--- config.mk ---
export PLATFORM = sky130hd
export DESIGN_NAME = clb_config_loader
export DESIGN_NICKNAME = d
export VERILOG_FILES = /design/src/rtl/clb_config_loader.sv
export SDC_FILE = /design/constraint.sdc
export NUM_CORES = 1
export LEC_CHECK = 0
export BUFFER_PORTS_ARGS = -buffer_cell sky130_fd_sc_hd__buf_4
export CORE_UTILIZATION = 30
export CTS_CLUSTER_DIAMETER = 80
export DETAILED_ROUTE_END_ITERATION = 10
export RECOVER_POWER = 50
export REMOVE_ABC_BUFFERS = 1
export SLEW_MARGIN = 40
export SYNTH_ARGS = -nofsm -noshare
export SYNTH_HDL_FRONTEND = slang
export SYNTH_SLANG_ARGS = --single-unit
--- constraint.sdc ---
create_clock -name clk_i -period 3.15 [get_ports clk_i]
set_clock_uncertainty 0.15 [all_clocks]
set_input_delay 0.315 -clock clk_i [delete_from_list [all_inputs] [get_ports clk_i]]
set_output_delay 0.315 -clock clk_i [all_outputs]
set_load 0.05 [all_outputs]
--- src/rtl/clb_config_loader.sv ---
// -----------------------------------------------------------------------------
// clb_config_loader
//
// Serial configuration controller for an array of CLB logic pairs (4-input
// LUT + D-FF + FF/LUT output mux). A bitstream is accepted one bit per cycle.
// Bits are searched for an 8-bit sync header. After the header, one
// FF/LUT-select bit and one LUT truth table per pair are assembled into shadow
// registers. The shadow is copied to the live outputs in a single cycle, so
// the array never sees a partial configuration.
//
// Optional feature macro: CFG_PARITY_EN
//   defined   : a trailing even-parity bit follows the payload; a mismatch
//               moves to ERR and raises the sticky err_o flag.
//   undefined : no parity bit; the last payload bit goes straight to COMMIT
//               and err_o is tied low.
//
// Handshake: a bit is consumed on a rising edge where bit_valid_i and
// bit_ready_o are both high. bit_ready_o is a pure decode of the current
// state and never looks at bit_valid_i. The source may hold or drop
// bit_valid_i at will; dropping it stalls the loader with no timeout.
//
// Ports
//   clk_i         system clock, all state on the rising edge
//   reset_ni      asynchronous active-low reset
//   start_i       one-cycle request to begin a load (ignored while busy)
//   bit_in_i      serial configuration bit
//   bit_valid_i   bit_in_i is valid this cycle
//   bit_ready_o   loader accepts a bit this cycle (SYNC, LOAD, CHECK)
//   lut_cfg_o     live LUT tables, pair k at [k*LUT_W +: LUT_W]
//   switch_cfg_o  live FF/LUT select, bit k = pair k (1 = FF output)
//   prgm_b_o      active-low program mode to all LUTs
//   CLB_prgm_b_o  active-low one-cycle commit strobe to the CLB array
//   busy_o        load in progress
//   done_o        one-cycle pulse on a successful commit
//   err_o         sticky parity error flag
//   state_o       debug: current FSM state
//   bit_cnt_o     debug: payload bit counter
// -----------------------------------------------------------------------------
module clb_config_loader #(
    parameter int         NUM_PAIRS = 4,
    parameter int         LUT_W     = 16,
    parameter logic [7:0] SYNC_WORD = 8'hA5,
    localparam int        TOTAL     = NUM_PAIRS * (1 + LUT_W),
    localparam int        CNT_W     = $clog2(TOTAL)
) (
    input  logic                       clk_i,
    input  logic                       reset_ni,
    input  logic                       start_i,
    input  logic                       bit_in_i,
    input  logic                       bit_valid_i,
    output logic                       bit_ready_o,
    output logic [NUM_PAIRS*LUT_W-1:0] lut_cfg_o,
    output logic [NUM_PAIRS-1:0]       switch_cfg_o,
    output logic                       prgm_b_o,
    output logic                       CLB_prgm_b_o,
    output logic                       busy_o,
    output logic                       done_o,
    output logic                       err_o,
    output logic [2:0]                 state_o,
    output logic [CNT_W-1:0]           bit_cnt_o
);

    localparam int PAIR_W = (NUM_PAIRS > 1) ? $clog2(NUM_PAIRS) : 1;
    localparam int SLOT_W = $clog2(LUT_W + 1);

    typedef enum logic [2:0] {
        S_IDLE   = 3'd0,
        S_SYNC   = 3'd1,
        S_LOAD   = 3'd2,
        S_CHECK  = 3'd3,
        S_COMMIT = 3'd4,
        S_DONE   = 3'd5,
        S_ERR    = 3'd6
    } state_t;

    state_t                            state_q, state_d;
    logic [7:0]                        sync_q, sync_d;
    logic [CNT_W-1:0]                  bit_cnt_q, bit_cnt_d;
    logic [PAIR_W-1:0]                 pair_q, pair_d;
    logic [SLOT_W-1:0]                 slot_q, slot_d;
    logic [NUM_PAIRS-1:0][LUT_W-1:0]   sh_lut_q, sh_lut_d;
    logic [NUM_PAIRS-1:0]              sh_sw_q, sh_sw_d;
    logic [NUM_PAIRS-1:0][LUT_W-1:0]   live_lut_q;
    logic [NUM_PAIRS-1:0]              live_sw_q;

    logic       accept;
    logic [7:0] sync_next;
    logic       sync_hit;

    // State-only decodes; none of these depend on bit_valid_i.
    assign bit_ready_o  = (state_q == S_SYNC) || (state_q == S_LOAD) || (state_q == S_CHECK);
    assign busy_o       = bit_ready_o || (state_q == S_COMMIT);
    assign prgm_b_o     = !busy_o;
    assign CLB_prgm_b_o = (state_q != S_COMMIT);
    assign done_o       = (state_q == S_DONE);
    assign state_o      = state_q;
    assign bit_cnt_o    = bit_cnt_q;
    assign lut_cfg_o    = live_lut_q;
    assign switch_cfg_o = live_sw_q;

    assign accept    = bit_valid_i && bit_ready_o;
    // Shifter is LSB-in, so the header compare includes the bit arriving now.
    assign sync_next = {sync_q[6:0], bit_in_i};
    assign sync_hit  = (state_q == S_SYNC) && accept && (sync_next == SYNC_WORD);

`ifdef CFG_PARITY_EN
    logic par_q, par_d;
    logic err_q, err_d;
    logic par_fail;

    // Even parity: running XOR of the payload XOR the parity bit must be 0.
    assign par_fail = par_q ^ bit_in_i;
    assign err_o    = err_q;

    always_comb begin
        par_d = par_q;
        err_d = err_q;
        if (((state_q == S_IDLE) || (state_q == S_ERR)) && start_i) begin
            err_d = 1'b0;
        end
        if (sync_hit) begin
            par_d = 1'b0;
        end
        if ((state_q == S_LOAD) && accept) begin
            par_d = par_q ^ bit_in_i;
        end
        if ((state_q == S_CHECK) && accept && par_fail) begin
            err_d = 1'b1;
        end
    end

    always_ff @(posedge clk_i or negedge reset_ni) begin
        if (!reset_ni) begin
            par_q <= 1'b0;
            err_q <= 1'b0;
        end else begin
            par_q <= par_d;
            err_q <= err_d;
        end
    end
`else
    assign err_o = 1'b0;
`endif

    always_comb begin
        state_d   = state_q;
        sync_d    = sync_q;
        bit_cnt_d = bit_cnt_q;
        pair_d    = pair_q;
        slot_d    = slot_q;
        sh_lut_d  = sh_lut_q;
        sh_sw_d   = sh_sw_q;

        case (state_q)
            S_IDLE, S_ERR: begin
                if (start_i) begin
                    state_d = S_SYNC;
                    sync_d  = 8'h00;
                end
            end
            S_SYNC: begin
                if (accept) begin
                    sync_d = sync_next;
                    if (sync_hit) begin
                        state_d   = S_LOAD;
                        bit_cnt_d = '0;
                        pair_d    = '0;
                        slot_d    = '0;
                    end
                end
            end
            S_LOAD: begin
                if (accept) begin
                    bit_cnt_d = bit_cnt_q + CNT_W'(1);
                    // Slot 0 is the select bit; slots 1..LUT_W shift the LUT
                    // in MSB first, so the first LUT bit lands in the MSB.
                    if (slot_q == '0) begin
                        sh_sw_d[pair_q] = bit_in_i;
                    end else begin
                        sh_lut_d[pair_q] = {sh_lut_q[pair_q][LUT_W-2:0], bit_in_i};
                    end
                    if (slot_q == SLOT_W'(LUT_W)) begin
                        slot_d = '0;
                        pair_d = pair_q + PAIR_W'(1);
                    end else begin
                        slot_d = slot_q + SLOT_W'(1);
                    end
                    if (bit_cnt_q == CNT_W'(TOTAL - 1)) begin
`ifdef CFG_PARITY_EN
                        state_d = S_CHECK;
`else
                        state_d = S_COMMIT;
`endif
                    end
                end
            end
            S_CHECK: begin
`ifdef CFG_PARITY_EN
                if (accept) begin
                    state_d = par_fail ? S_ERR : S_COMMIT;
                end
`else
                state_d = S_IDLE;
`endif
            end
            S_COMMIT: state_d = S_DONE;
            S_DONE:   state_d = S_IDLE;
            default:  state_d = S_IDLE;
        endcase
    end

    always_ff @(posedge clk_i or negedge reset_ni) begin
        if (!reset_ni) begin
            state_q    <= S_IDLE;
            sync_q     <= 8'h00;
            bit_cnt_q  <= '0;
            pair_q     <= '0;
            slot_q     <= '0;
            sh_lut_q   <= '0;
            sh_sw_q    <= '0;
            live_lut_q <= '0;
            live_sw_q  <= '0;
        end else begin
            state_q   <= state_d;
            sync_q    <= sync_d;
            bit_cnt_q <= bit_cnt_d;
            pair_q    <= pair_d;
            slot_q    <= slot_d;
            sh_lut_q  <= sh_lut_d;
            sh_sw_q   <= sh_sw_d;
            // The only place the live configuration is ever written.
            if (state_q == S_COMMIT) begin
                live_lut_q <= sh_lut_q;
                live_sw_q  <= sh_sw_q;
            end
        end
    end

endmodule

After elaboration in Yosys (flattened, before gate mapping)
Index checks and enable logic that the tools add are counted.
Widths: inputs -> output; s select.

word-level totals
  input port bits = 5
  logic and storage cells = 87
  register bits after elaboration = 160

cells by class
  eq/ne operators = 16
  add/subtract/negate cells = 3
  order comparisons = 2
  mux-type cells = 31
  reduce and logical (&&, ||, !) cells = 19
  bitwise logic cells = 1

operators by type and width
  cell                 number
  $bwmux 64            1
  $mux 7               5
  $bmux 16 s2          1
  $demux 16 s2         1
  $pmux 7 s2           2
  $mux 5               4
  $mux 16              1
  $mux 15              1
  $mux 3               5
  $pmux 3 s4           1
  $pmux 5 s2           1
  $reduce_and 5->1     2
  $eq 3x3->1 const B   3
  $reduce_and 3->1     3
  $eq 8x8->1 const B   1
  $mux 2               4
  $ne 2x2->1 const B   4
  $add 7x1->7 const B  1
  $eq 7x7->1 const B   1
  $eq 3x2->1 const B   2
  $add 5x1->5 const B  1
  $eq 5x5->1 const B   1
  $logic_not 5->1      1
  $bwmux 4             1
  other kinds (17)     24

Longest topological paths before layout
Gate-level depths: netlist of run 1.

  word-level depth = 9
  gate-level depth with buffers = 7

Worst setup path after synthesis of run 1
No wires, ideal clock.

  path type = register -> output
  start point = reg state_q[1], in the netlist state_o[1]
  end point = out prgm_b_o
  data arrival time = 2.362 ns
  path slack = 0.323 ns
  stages on the path, launching flop included = 5
  required time = 2.685 ns
  path through = dfrtp_1 buf_4 nor2_2 xnor2_1 inv_1

on the way
  longest elaborated chain between the ends = 5
  elaborated cells on any way between the ends = 8
  classes of those cells = eq/ne: 4; reduce/logical: 4

RTL lines
  element                                   line  source
  start, declared                           76    state_t state_q, state_d;
  start signal, assigned                    224   state_q <= state_d;
  $eq 3x1->1 or $eq 3x2->1 (tied branches)  91    assign bit_ready_o = (state_q == S_SYNC) || (state_q == S_LOAD) || (state_q == S_CHECK);
  $logic_or 1x1->1 (2 in series)            91
  $logic_or 1x1->1 (*)                      92    assign busy_o = bit_ready_o || (state_q == S_COMMIT);
  via busy_o                                56    output logic busy_o,
  $logic_not 1->1 (*)                       93    assign prgm_b_o = !busy_o;
  end, declared                             54    output logic prgm_b_o,

The timed path passes the listed nets; every way through them passes the cells marked *.

Final worst setup path of run 1
  start point = reg state_q[1], in the netlist state_o[1]
  end point = out CLB_prgm_b_o

on the way
  longest elaborated chain between the ends = 1

RTL lines
  element        line  source
  $ne 3x3->1     94    assign CLB_prgm_b_o = (state_q != S_COMMIT);
  end, declared  55    output logic CLB_prgm_b_o,

Every way passes these cells.

==> impl_results.md, run 1 <==
- Max IR drop VDD: between 300 and 400 uV
- Dpl hpwl: a little over 10 mm
- Number of H-tree levels: 4
- Clk Latency, worst-skew pair: ~0.43 ns
- Setup bufs post-CTS: 0
- Reg2reg path depth: 4
- Hold crit path type: in2reg
- Vias in the first global route: ~4400
- Last element of the critical path: CLB_prgm_b_o
- Pwr Total: 4.91 mW
- Total CTS buffers: 17
- Cells after synthesis: ~460
- Core Footprint: 22100 um2
- Placed insts: between 800 and 900
- Clock transition at the registers of the reported paths: 0.06 ns
- Final global-route overflow total: 0
- Synthesized cell area: 6840 um2
- Largest net degree at the start of global routing: between 60 and 70
- Asr flop ratio synth: 1.00
- Post-route ant nets: 0
- RR Startpoint: state_o[1]$_DFFE_PN0P_
- EDFF count, synth: 0
- Die Y: 153 um
- Filler cell count: around 2100
- Share of layout cells above drive strength 1: 0.301
- Setup violations, final: 0
- CTS tree: done
- Slew Limit Fails: 67
- Flop2flop setup slack: around 0.84 ns
- Clock Path Buffers: 2
- Worst Path Arrival: 2.06 ns
- I/O Pins: 89
- DR iter-0 viols: roughly 200
- Synthesized flop and latch total: between 150 and 200
- Global-route wire length before repair: between 20 and 25 mm
- Failing checks: max-capacitance violations, max-slew violations
- Post-DR wirelength/cell: 17.9 um
- Critical Path Source Type: flip-flop
- Root Driver: clkbuf_16
- Post-synthesis sequential area ratio: 0.585
- Hold violation count in the final report: 0
- Vias/cell: 4.84
- Period utilization: 0.800
- Main synth FF type: dfrtp_1
- Rows: 54
- RSZ-0062 raised after global routing: false
- Worst R2R End: lut_cfg_o[12]$_DFFE_PN0N_
- Run status: finished, violations left
- Non-filler cells, final: 844
- Worst-margin pin slew: 1.69 ns
- Critical path endpoint category: output pin
- Clk sink count: 160
- Drt total wl: between 15 and 20 mm
- Total iterations of the first detailed-routing run: 4
- Die ar.: ~23000 um2
- Via count of the routed design: a little over 4000
- Worst slew margin: -0.123
- Register area: ~4000 um2
- Die X: ~150 um
- Initial Util: 0.310
- Worst Setup SP: state_o[1]$_DFFE_PN0P_
- Port Buffers: 87
- Antenna diodes: 0
- Critical path peak fanout: 42
- Cts hold-fix bufs: 2
- YS warnings: 0
- WS Path Type: reg2out
- CTS resizes: 0
- PD cells: between 500 and 600 nW/um2
- Mean Syn Cell Area: 14.9 um2
- Worst endpoint required time: approximately 2.7 ns
- Area of the multi-input gates: roughly 2700 um2
- Total Routing Usage GR: 0.138
- Area Growth Syn to Fin: 20.0%
- DRC viols: 0
- Gp weighted congestion: roughly 0.75
- Max-Cap Viols: 1
- NumNets Final: between 500 and 600
- Leak: 4.00 nW
- Fmax: 0.397 GHz
- Synth unique cells: 52
- Period minus WS final: 2.52 ns
- Initial antenna violation count: 0
-- worst min path at each step --
| stage | startpoint | to | slack [ns] | depth (start not counted) |
|---|---|---|---|---|
| final | bit_in_i | sh_sw_q[1]$_DFFE_PN0P_ | 0.04 | 2 |
| after floorplan | reset_ni | bit_cnt_o[0]$_DFFE_PN0P_ | -0.13 | 0 |
| after global routing | bit_in_i | sh_sw_q[2]$_DFFE_PN0P_ | 0.05 | 2 |
| after global placement | reset_ni | lut_cfg_o[51]$_DFFE_PN0N_ | 0.19 | 1 |
| after CTS | bit_in_i | sh_sw_q[1]$_DFFE_PN0P_ | 0.03 | 2 |
| after detailed placement | reset_ni | lut_cfg_o[35]$_DFFE_PN0N_ | 0.21 | 1 |
-- layout make-up --
| class | instances | share of cell area |
|---|---|---|
| inverters | 8 | 0.00366 |
| flip-flops and latches | 160 | 0.488 |
| repair buffers | 96 | 0.0550 |
| multi-input cells | 268 | 0.327 |
| clock inverters | 14 | 0.0317 |
| well taps | 280 | 0.0427 |
| clock buffers | 18 | 0.0523 |
-- power breakdown --
part / internal [mW] / total (mW) / switching [mW]
Clock: 1.57 / 2.41 / 0.847
Sequential: 2.10 / 2.15 / 0.0457
Combinational: 0.121 / 0.349 / 0.229
-- sequential cells by signal (all words and copies together), names as in the netlist --
name,count
slot_q,5
sh_sw_q,4
switch_cfg_o,4
pair_q,2
sh_lut_q,64
sync_q,7
state_o,3
lut_cfg_o,64
bit_cnt_o,7
-- Yosys cell counts (2+ instances only) --
| cell type | count | area share |
|---|---|---|
| inv_1 | 8 | 0.0044 |
| o21ai_0 | 5 | 0.0037 |
| clkbuf_1 | 4 | 0.0022 |
| nor3b_1 | 4 | 0.0044 |
| buf_6 | 2 | 0.0033 |
| nand4bb_1 | 2 | 0.0033 |
| nor4_1 | 2 | 0.0018 |
| or3_1 | 3 | 0.0027 |
| mux4_2 | 15 | 0.049 |
| nand3_1 | 3 | 0.0022 |
| o22ai_1 | 2 | 0.0018 |
| o21ai_1 | 9 | 0.0066 |
| buf_2 | 11 | 0.0080 |
| dfrtp_1 | 160 | 0.59 |
| nor2b_1 | 2 | 0.0018 |
| a21oi_1 | 2 | 0.0015 |
| nand2_1 | 25 | 0.014 |
| a22o_1 | 3 | 0.0038 |
| nor2_2 | 2 | 0.0018 |
| buf_4 | 6 | 0.0066 |
| mux2_1 | 49 | 0.081 |
| and2_1 | 2 | 0.0018 |
| nor3_1 | 3 | 0.0022 |
| xnor2_1 | 2 | 0.0026 |
| nand4_1 | 2 | 0.0018 |
| nor2_1 | 8 | 0.0044 |
| nand2_2 | 4 | 0.0037 |
| mux2_2 | 89 | 0.15 |
| ha_1 | 7 | 0.013 |
-- per-layer routing --
metal | GRT usage | share of wire
met2 | 0.227 | 0.51
met3 | 0.0383 | 0.043
met5 | 0 | 0
met4 | 0.0577 | 0.015
met1 | 0.171 | 0.43
-- kinds of logic (layout without fill, tap and decap cells) --
logic type | Yosys count | after routing | synth area share
AO/OA/AOI/OAI | 28 | 28 | 0.0262
XOR/XNOR | 3 | 3 | 0.00384
adder cells (fa/ha/maj) | 8 | 8 | 0.0143
buffers and inverters | 31 | 136 | 0.0245
flip-flops | 160 | 160 | 0.585
multiplexers | 154 | 154 | 0.278
other | 1 | 1 | 0.000548
AND/OR/NAND/NOR | 74 | 74 | 0.0673
-- cells in the final DEF (no fill, tap or decap), types with 3 or more instances in the layout --
master,count
nor2_1,8
clkinvlp_4,3
clkbuf_1,76
or3_1,3
mux2_2,89
bufinv_16,7
nand2_2,4
dfrtp_1,160
inv_1,8
mux2_1,49
buf_4,16
nand2_1,24
o21ai_0,5
nor3_1,3
nand3_1,3
o21ai_1,9
mux4_2,15
clkbuf_16,17
a22o_1,3
ha_1,7
nor3b_1,3
-- metrics by stage --
stage          setup WS (ns)  hold slack [ns]  instance area [um2]   util  setup TNS [ns]
4_1_cts                0.614           0.0282                 8490  0.384               0
5_1_grt                0.389           0.0471                 8210  0.371               0
6_report               0.629           0.0360                 8210  0.371               0
3_5_place_dp           0.862            0.209                 7780  0.352               0
3_3_place_gp           0.960            0.190                 7770  0.352               0
2_1_floorplan         -0.376           -0.131                 6700      -          -22.42
-- worst max-delay path: stages (launching register included) --
cell and delay, ns:
dfrtp_1 0.65, nor2_2 0.14, nand2_4 0.50, buf_4 0.32
No activity file was read; power rests on OpenSTA's default activity.
==> inputs of run 2 (changes only) <==
- ABC_AREA: not set -> 1
- clock period: 3.15 -> 2.5 ns (I/O delays scaled with it)
==> run 2 against run 1 <==
Effect of this change:
- the run now ends clean
- wire length up 8.5%
- non-clock buffer count up 6
- highest routed layer unchanged
- design area up 3.9%
- synthesized cell count up 77%
- combinational power up 80%
- sequential power up 27%
- critical path depth up 2
- sequential share of layout area down 1.8 points
- count of clock-buffer cells in the layout down 1
- first-iteration DRC count up 90%
- critical path type unchanged
- total power up 20%
- largest cell class unchanged
==> impl_results.md, run 2 <==
- Clock transition at the registers of the reported paths: 0.07 ns (about the same)
- Total Routing Usage GR: 0.144 (+0.00608)
- Most common cell in the synthesized netlist: nand2_1
- Core Footprint: 23500 um2 (+6.2%)
- CTS tree: done
- Setup violations, final: 0 (unchanged)
- PD cells: 693 nW/um2 (+16%)
- Setup bufs post-CTS: 0 (unchanged)
- Post-synth top cells: 225 x nand2_1, 160 x dfrtp_1, 108 x o21ai_0, 93 x inv_1, 65 x o21ai_1
- Max IR drop VDD: 689 uV (+93%)
- Cells after synthesis: 812 (+77%)
- Largest net degree at the start of global routing: 57 (-16%)
- Area of the multi-input gates: 2530 um2 (-5.6%)
- I/O Pins: 89 (unchanged)
- Synthesized flop and latch total: 160 (unchanged)
- Pwr Total: 5.91 mW (+20%)
- Hold crit path type: in2reg
- Fmax: 0.442 GHz
- Dpl hpwl: 11.0 mm (+9.4%)
- Critical Path Source Type: flip-flop
- Worst Path Arrival: 1.86 ns (-0.20 ns)
- Period utilization: 0.904
- Area share of the largest cell type after synthesis: 0.558 (-0.0269)
- DRC viols: 0 (unchanged)
- Synth unique cells: 31 (-40%)
- Worst-margin pin slew: 1.45 ns (-0.239 ns)
- Cts hold-fix bufs: 3 (+1)
- Mean Syn Cell Area: 8.83 um2 (-41%)
- Via count of the routed design: 5490 (+34%)
- Gp weighted congestion: 0.785 (+4.2%)
- Vias in the first global route: 5375 (+23%)
- Reg2reg path depth: 7 (+3)
- Global-route wire length before repair: 27.4 mm (+11%)
- CTS resizes: 0 (unchanged)
- Vias/cell: 4.49 (-7.2%)
- Critical path endpoint category: output pin
- Filler cell count: 2414 (+13%)
- Main synth FF type: dfrtp_1
- Asr flop ratio synth: 1.00 (unchanged)
- Die X: 157 um (+2.3%)
- Synth top area cells: dfrtp_1 56%, nand2_1 12%, o21ai_0 7.5%
- Die ar.: 24500 um2 (+4.7%)
- Period minus WS final: 2.26 ns
- Register area: 4000 um2 (unchanged)
- Biggest area consumer among synthesized cells: dfrtp_1
- Area Growth Syn to Fin: 19.0%
- Total iterations of the first detailed-routing run: 5 (+1)
- Worst endpoint required time: 2.10 ns (-0.58 ns)
- Die Y: 157 um (+2.3%)
- RSZ-0062 raised after global routing: false
- Number of H-tree levels: 4 (unchanged)
- Port Buffers: 87 (unchanged)
- Hold Slack: 0.206 ns (+0.170 ns)
- Post-DR wirelength/cell: 13.4 um (-25%)
- Post-route ant nets: 0 (unchanged)
- Most frequent cells in the layout: 225 x nand2_1, 160 x dfrtp_1, 108 x o21ai_0, 93 x inv_1, 65 x o21ai_1
- Worst Hold Launch: start_i
- NumNets Final: 903 (+60%)
- Share of layout cells above drive strength 1: 0.127 (-0.174)
- Rows: 56 (+3.7%)
- Initial Util: 0.305 (-0.00417)
- Drt total wl: 16.4 mm (+8.5%)
- YS warnings: 0 (unchanged)
- Initial antenna violation count: 0 (unchanged)
- Clock Path Buffers: 2 (unchanged)
- Hold violation count in the final report: 0 (unchanged)
- Final global-route overflow total: 0 (unchanged)
- WS Path Type: reg2out
- RR Startpoint: state_o[2]$_DFFE_PN0P_
- Worst slew margin: 0.0358 (+0.159)
- DR iter-0 viols: 376 (+90%)
- Hold Path Stages: 7 (+5)
- Placed insts: 1188 (+47%)
- Post-synthesis sequential area ratio: 0.558 (-0.0269)
- Non-filler cells, final: 1222 (+45%)
- Clk Latency, worst-skew pair: 0.42 ns (about the same)
- Total CTS buffers: 17 (unchanged)
- Leak: 4.16 nW (+3.9%)
- Critical path peak fanout: 32 (-24%)
- Setup_tns: 0 ns (unchanged)
- Run status: complete, no violations
- Antenna diodes: 0 (unchanged)
- Slew Limit Fails: 0 (-100%)
- Worst R2R End: sh_lut_q[21]$_DFFE_PN0P_
- Root Driver: clkbuf_16
- Commonest non-fill, non-tap cell in the layout: nand2_1
- EDFF count, synth: 0 (unchanged)
- Max-Cap Viols: 0 (-1)
- Synthesized cell area: 7170 um2 (+4.8%)
- Clk sink count: 160 (unchanged)
- Flop2flop setup slack: 0.49 ns (-0.35 ns)
- Hold EP: state_o[0]$_DFFE_PN0P_
## run 2: cell count changes after synthesis, sizes merged, moves of 4 or more
cell and change:
nand4 +7, mux4 -15, o21ai +159, nand3 +18, inv +88, nand2 +204
a21oi +30, buf +8, nor2 +14, clkbuf +11, mux2 -134, nor3b -4
## run 2: through the flow
step,area (um2),utilization,setup WS (ns)
2_1_floorplan,6900,-,-1.29
3_5_place_dp,8080,0.344,0.528
3_3_place_gp,8080,0.344,0.599
5_1_grt,8530,0.363,0.0826
4_1_cts,8690,0.370,0.208
6_report,8530,0.363,0.239
## run 2: cell type report
class	count	area share
Sequential cell	160	0.469
Multi-Input combinational cell	514	0.297
Timing Repair Buffer	102	0.0761
Clock buffer	17	0.0499
Tap cell	319	0.0468
Inverter	96	0.0428
Clock inverter	14	0.0182
## run 2: how the worst max path moves through the flow
stage,startpoint,endpoint,slack (ns),depth (start not counted)
final,state_o[1]$_DFFE_PN0P_,prgm_b_o,0.24,5
after global routing,state_o[1]$_DFFE_PN0P_,prgm_b_o,0.08,5
after CTS,state_o[1]$_DFFE_PN0P_,prgm_b_o,0.21,5
after detailed placement,state_o[2]$_DFFE_PN0P_,sh_lut_q[22]$_DFFE_PN0P_,0.53,7
after global placement,pair_q[0]$_DFFE_PN0P_,sh_lut_q[8]$_DFFE_PN0P_,0.60,6
after floorplan,state_o[1]$_DFFE_PN0P_,prgm_b_o,-1.29,4
## run 2: worst max-delay path, cell delays in order, from the launching register on
cell     delay (ns)
dfrtp_1        0.49
nor2_1         0.27
nand2_4        0.26
nand2_1        0.19
inv_1          0.05
buf_4          0.18
## run 2: metal layers
metal  vias to the layer above  track usage  part of all wire
li1                       2767            -                 -
met1                      2580        0.189              0.48
met2                       131        0.231              0.46
met3                        12       0.0410             0.059
met4                         0       0.0392            0.0085
met5                         -            0                 0
## run 2: where the power goes
part           internal [mW]  switching (mW)  leakage, nW  total, mW
Sequential              2.65          0.0669         1.89       2.72
Clock                   1.48            1.08        0.286       2.56
Combinational          0.164           0.464         1.98      0.628
## run 2: logic make-up after synthesis
family,Yosys count,synth area share
simple gates,291,0.181
compound gates,207,0.147
flops,160,0.558
buf+inv,138,0.0892
fa+ha+maj,7,0.0122
xor+xnor,4,0.00489
mux,4,0.00628
other cells,1,0.000523
